[src/rtl/disp_scan_decoder.sv]
// Rebuilds 4-digit frames from a scanned, multiplexed 12-bit display bus and classifies them.
// Define SCAN_WATCHDOG_EN to build the scan-stall watchdog; otherwise stalled is tied low.
module disp_scan_decoder #(
    parameter int STABLE_CYCLES  = 4,
    parameter int TIMEOUT_CYCLES = 262144
) (
    input  logic        clk,
    input  logic        reset,
    input  logic [11:0] disp,
    output logic [31:0] frame,
    output logic        frame_valid,
    output logic [2:0]  symbol,
    output logic        idle,
    output logic        seq_err,
    output logic        stalled
);

    typedef enum logic [1:0] {
        WAIT_SYNC,
        COLLECT,
        FRAME_DONE
    } state_t;

    localparam logic [7:0] CNT_ACC = 8'(STABLE_CYCLES);

    logic [11:0] sync1_q, sync2_q;
    logic [11:0] cand_q, cand_d;
    logic [7:0]  cnt_q, cnt_d;
    logic        accept;

    logic [7:0]  acc_seg;
    logic [3:0]  acc_an;
    logic [1:0]  acc_idx;
    logic        is_digit, is_idle, is_blank;

    state_t      state_q, state_d;
    logic [1:0]  exp_q, exp_d;
    logic [31:0] shadow_q, shadow_d;
    logic [31:0] frame_q, frame_d;
    logic        frame_valid_q, frame_valid_d;
    logic [2:0]  symbol_q, symbol_d;
    logic        idle_q, idle_d;
    logic        seq_err_q, seq_err_d;
    logic        wd_force;

    function automatic logic [2:0] classify(input logic [31:0] f);
        case (f)
            32'hFFFF_FFFF: classify = 3'd0;
            32'hFFED_EDFF: classify = 3'd1;
            32'hFFDD_F9FF: classify = 3'd2;
            32'hE5FF_FFFF: classify = 3'd3;
            32'hFFFF_FF4D: classify = 3'd4;
            32'hFFFF_FFCD: classify = 3'd5;
            32'h65FF_FFFF: classify = 3'd6;
            default:       classify = 3'd7;
        endcase
    endfunction

    // Run-length filter: a value is accepted once, on the cycle its run reaches STABLE_CYCLES.
    always_comb begin
        cand_d = cand_q;
        cnt_d  = cnt_q;
        if (sync2_q != cand_q) begin
            cand_d = sync2_q;
            cnt_d  = 8'd1;
        end else if (cnt_q != CNT_ACC) begin
            cnt_d = cnt_q + 8'd1;
        end
    end

    assign accept  = (sync2_q == cand_q) && (cnt_q == CNT_ACC - 8'd1);
    assign acc_seg = cand_q[11:4];
    assign acc_an  = cand_q[3:0];

    always_comb begin
        is_digit = 1'b1;
        acc_idx  = 2'd0;
        case (acc_an)
            4'b0111: acc_idx = 2'd3;
            4'b1011: acc_idx = 2'd2;
            4'b1101: acc_idx = 2'd1;
            4'b1110: acc_idx = 2'd0;
            default: is_digit = 1'b0;
        endcase
    end

    assign is_idle  = (acc_an == 4'b0000) && (acc_seg == 8'hFF);
    assign is_blank = (acc_an == 4'b1111);

    // In COLLECT the current digit is always one above the expected one (mod 4).
    always_comb begin
        state_d       = state_q;
        exp_d         = exp_q;
        shadow_d      = shadow_q;
        frame_d       = frame_q;
        frame_valid_d = 1'b0;
        symbol_d      = symbol_q;
        idle_d        = idle_q;
        seq_err_d     = 1'b0;

        if (state_q == FRAME_DONE) begin
            frame_d       = shadow_q;
            frame_valid_d = 1'b1;
            symbol_d      = classify(shadow_q);
            state_d       = COLLECT;
            exp_d         = 2'd3;
        end else if (accept) begin
            if (is_idle) begin
                idle_d   = 1'b1;
                state_d  = WAIT_SYNC;
                shadow_d = '1;
            end else begin
                idle_d = 1'b0;
                if (!is_blank) begin
                    if (!is_digit) begin
                        seq_err_d = 1'b1;
                        state_d   = WAIT_SYNC;
                        shadow_d  = '1;
                    end else if (state_q == WAIT_SYNC) begin
                        if (acc_idx == 2'd3) begin
                            shadow_d = {acc_seg, 24'hFF_FFFF};
                            state_d  = COLLECT;
                            exp_d    = 2'd2;
                        end
                    end else if (acc_idx == exp_q) begin
                        shadow_d[{acc_idx, 3'b000} +: 8] = acc_seg;
                        if (acc_idx == 2'd0) begin
                            state_d = FRAME_DONE;
                        end else begin
                            exp_d = exp_q - 2'd1;
                        end
                    end else if (acc_idx == exp_q + 2'd1) begin
                        shadow_d[{acc_idx, 3'b000} +: 8] = acc_seg;
                    end else begin
                        seq_err_d = 1'b1;
                        if (acc_idx == 2'd3) begin
                            shadow_d = {acc_seg, 24'hFF_FFFF};
                            state_d  = COLLECT;
                            exp_d    = 2'd2;
                        end else begin
                            state_d  = WAIT_SYNC;
                            shadow_d = '1;
                        end
                    end
                end
            end
        end

        if (wd_force) begin
            state_d = WAIT_SYNC;
        end
    end

    always_ff @(posedge clk or posedge reset) begin
        if (reset) begin
            sync1_q       <= '1;
            sync2_q       <= '1;
            cand_q        <= '1;
            cnt_q         <= '0;
            state_q       <= WAIT_SYNC;
            exp_q         <= '0;
            shadow_q      <= '1;
            frame_q       <= '1;
            frame_valid_q <= 1'b0;
            symbol_q      <= '0;
            idle_q        <= 1'b0;
            seq_err_q     <= 1'b0;
        end else begin
            sync1_q       <= disp;
            sync2_q       <= sync1_q;
            cand_q        <= cand_d;
            cnt_q         <= cnt_d;
            state_q       <= state_d;
            exp_q         <= exp_d;
            shadow_q      <= shadow_d;
            frame_q       <= frame_d;
            frame_valid_q <= frame_valid_d;
            symbol_q      <= symbol_d;
            idle_q        <= idle_d;
            seq_err_q     <= seq_err_d;
        end
    end

`ifdef SCAN_WATCHDOG_EN
    localparam logic [18:0] WD_MAX = 19'(TIMEOUT_CYCLES);

    logic [18:0] wd_q, wd_d;
    logic [3:0]  held_q, held_d;
    logic        stalled_q, stalled_d;
    logic        an_change;

    always_comb begin
        held_d    = accept ? acc_an : held_q;
        an_change = accept && (acc_an != held_q);
        if (an_change) begin
            wd_d = '0;
        end else if (wd_q == WD_MAX) begin
            wd_d = wd_q;
        end else begin
            wd_d = wd_q + 19'd1;
        end
        stalled_d = (wd_d == WD_MAX);
    end

    always_ff @(posedge clk or posedge reset) begin
        if (reset) begin
            wd_q      <= '0;
            held_q    <= '1;
            stalled_q <= 1'b0;
        end else begin
            wd_q      <= wd_d;
            held_q    <= held_d;
            stalled_q <= stalled_d;
        end
    end

    assign wd_force = stalled_d;
    assign stalled  = stalled_q;
`else
    assign wd_force = 1'b0;
    // Always 0; the timeout parameter is still referenced so both builds share one interface.
    assign stalled  = (TIMEOUT_CYCLES < 0);
`endif

    assign frame       = frame_q;
    assign frame_valid = frame_valid_q;
    assign symbol      = symbol_q;
    assign idle        = idle_q;
    assign seq_err     = seq_err_q;

endmodule

[config.mk]
export PLATFORM = sky130hd
export DESIGN_NAME = disp_scan_decoder
export DESIGN_NICKNAME = d
export VERILOG_FILES = /design/src/rtl/disp_scan_decoder.sv
export SDC_FILE = /design/constraint.sdc
export NUM_CORES = 1
export LEC_CHECK = 0
export CORE_MARGIN = 5
export CORE_UTILIZATION = 25
export DETAILED_ROUTE_END_ITERATION = 6
export PLACE_DENSITY_LB_ADDON = 0.08
export SETUP_SLACK_MARGIN = 0.02
export SYNTH_ARGS = -nofsm -noshare
export SYNTH_HDL_FRONTEND = slang
export SYNTH_SLANG_ARGS = --single-unit
[constraint.sdc]
create_clock -name clk -period 5.05 [get_ports clk]
set_input_delay 0.505 -clock clk [delete_from_list [all_inputs] [get_ports clk]]
set_output_delay 0.505 -clock clk [all_outputs]
set_load 0.005 [all_outputs]
==> results.json <==
{
  "drt_iter0_drc": 209,
  "grt_pass1_wl_um": 23900,
  "viasPerCell": 4.68,
  "r2r_end": "shadow_q[2]$_DFFE_PP1P_",
  "fin_nets": 612,
  "design.die.area_um2": 25800,
  "clk_latency_ns": 0.42,
  "startpoint_type": "flop",
  "worstPathArrival_ns": 3.86,
  "synth_most_common_cell": "nand2_1",
  "die_w_um": 161,
  "final_util": 0.307,
  "yosysTopAreaCell": "dfstp_2",
  "clock_skew_ns": 0.0111,
  "syn-instance-count": 560,
  "syn-cell-area_um2": 5670,
  "cp_num_buf_inv": 0,
  "synth_area_leaders": "dfstp_2 (46%), dfrtp_1 (8.0%), nand2_1 (7.6%)",
  "post_cts_resized": 0,
  "rsz0062_at_grt": "no",
  "cts_buffers": 17,
  "place_congestion": 0.767,
  "hold_path.class": "flop to flop",
  "firstDrtPassIters": 5,
  "r2r-start": "cand_q[1]$_DFFE_PP1N_",
  "maxSlewViolCount": 0,
  "synth_cell_types": 71,
  "r2r_setup_slack_ns": 1.52,
  "vias": 4152,
  "setup_viol": 0,
  "ios": 53,
  "die_y_um": 161,
  "grt_util_all_layers": 0.118,
  "cts.path.max_buffers": 2,
  "post-route-period-util": 0.698,
  "final_layout_size_suffix_gt1_frac": 0.260,
  "cts_root_buffer": "clkbuf_16",
  "start_util": 0.252,
  "synth_nets": 581,
  "tightest_slew_ns": 1.06,
  "crit_type": "flop to flop",
  "status": "finished clean",
  "overflow": 0,
  "slowest_delay_ns": 0.87,
  "ir_drop_v": 0.000173,
  "total_power_mw": 2.20,
  "cp_top_family": "simple AND/OR/NAND/NOR gates",
  "synth-edff-count": 0,
  "antenna_found_initial": 0,
  "worstPathMaxFanout": 27,
  "wl_per_cell_um": 16.5,
  "whs_path_depth": 0,
  "fmax_mhz": 284,
  "grt_max_degree": 86,
  "power.density_nw_per_um2": 319,
  "reg2reg_depth": 7,
  "synth_seq_cells": 118,
  "dpl.hpwl_um": 10100,
  "drc": 0,
  "synth_top_area_frac": 0.464,
  "clock-sinks": 118,
  "fin_setup_tns_ns": 0,
  "ys.flop_type": "dfstp_2",
  "area_growth_pct": 22.0,
  "io_buffer_count": 51,
  "synth_area_per_cell_um2": 10.1,
  "finalHoldViolCount": 0,
  "drv_cap": 0,
  "routed_wl_um": 14700,
  "yosysSeqAreaShare": 0.543,
  "hold_path_startpoint": "sync1_q[6]$_DFF_PP1_",
  "synth_async_sr_flop_share": 1.00,
  "postCtsHoldBufs": 0,
  "design.core.area_um2": 22500,
  "endpoint_kind": "flop",
  "required_ns": 5.38,
  "holdPathEnd": "sync2_q[6]$_DFF_PP1_",
  "yosys_warnings": 0,
  "num_rows": 55,
  "grt_pass1_vias": 4231,
  "diodes": 0,
  "slew_headroom": 0.290,
  "fin_crit_ns": 3.53,
  "path_cells": "xor2_1 -> and3_1 -> ha_1 -> nor2_1 -> a211o_1 -> or2_0 -> o2bb2ai_2",
  "p_leak_nw": 2.70,
  "cts_tree": "built",
  "cpMaxStageDelayCell": "a211o_1",
  "drtAntennaViolNets": 0,
  "post-cts-setup-buffers": 0,
  "h-tree-depth": 4,
  "yosys-top-cells-count": "nand2_1 (115), dfstp_2 (100), a21oi_1 (44)",
  "cts.clk_slew.worst_paths_ns": 0.05
}
==> metrics by stage <==
step	setup slack, ns	std cells	hold WS [ns]	instance area (µm²)
floorplan	1.58	560	0.345	5670
CTS	1.53	888	0.352	6910
global route	1.30	888	0.358	6910
detailed placement	1.53	857	0.347	6350
global placement	1.61	857	0.347	6350
finish	1.52	888	0.354	6910
==> layout by cell type (no fill, tap or decap), drive strengths merged, types with 8 or more instances in the layout <==
cell	netlist	final
inv	11	14
o21ai	18	18
dfrtp	18	18
nand4	13	13
clkbuf	29	17
clkdlybuf4s50	0	51
nor2b	9	9
nand2	115	115
nor3	9	9
o2bb2ai	25	25
or2	8	8
xnor2	15	15
nor2	30	30
a21oi	44	44
dfstp	100	100
nand3	11	11
==> logic make-up after synthesis <==
logic type / count (synthesis) / synth area share
compound gates: 119 / 0.151
simple gates: 237 / 0.205
fa+ha+maj: 7 / 0.0155
flops: 118 / 0.543
buf+inv: 56 / 0.0470
mux: 1 / 0.00177
xor+xnor: 21 / 0.0351
other cells: 1 / 0.000662
==> where the power goes <==
group | total [mW] | switching (mW) | internal [mW]
Sequential | 0.999 | 0.0230 | 0.976
Clock | 1.13 | 0.457 | 0.676
Combinational | 0.0723 | 0.0436 | 0.0286
Total | 2.20 | 0.524 | 1.68
==> metal layers <==
metal	GRT usage	part of all wire
met1	0.165	0.50
met5	0	0
met4	0.0485	0.014
met3	0.0269	0.033
met2	0.176	0.45
==> registers in the layout, indices dropped and copies added, names as in the netlist <==
signal / count
cand_q: 12
cnt_q: 8
exp_q: 2
frame: 32
frame_valid: 1
idle: 1
seq_err: 1
shadow_q: 32
state_q: 2
symbol: 3
sync1_q: 12
sync2_q: 12
==> worst max-delay path by stage <==
stage | end | cells past startpoint | startpoint | slack [ns]
after global placement | shadow_q[3]$_DFFE_PP1P_ | 7 | cand_q[3]$_DFFE_PP1N_ | 1.61
after detailed placement | shadow_q[3]$_DFFE_PP1P_ | 7 | cand_q[1]$_DFFE_PP1N_ | 1.53
after floorplan | cnt_q[0]$_DFFE_PP0P_ | 1 | reset | 1.58
after CTS | shadow_q[2]$_DFFE_PP1P_ | 7 | cand_q[1]$_DFFE_PP1N_ | 1.53
after global routing | shadow_q[7]$_DFFE_PP1P_ | 8 | cand_q[2]$_DFFE_PP1N_ | 1.30
final | shadow_q[2]$_DFFE_PP1P_ | 7 | cand_q[1]$_DFFE_PP1N_ | 1.52
==> cell type report <==
cell class                 count  area (µm²)
clock buffer                  17         425
fill                        2304       15600
inverter                      11        43.8
clock inverter                14         129
tap                          285         357
sequential                   118        3080
timing repair buffer          57         556
multi-input combinational    386        2320
Note: power is estimated with default switching activity, not from simulation.
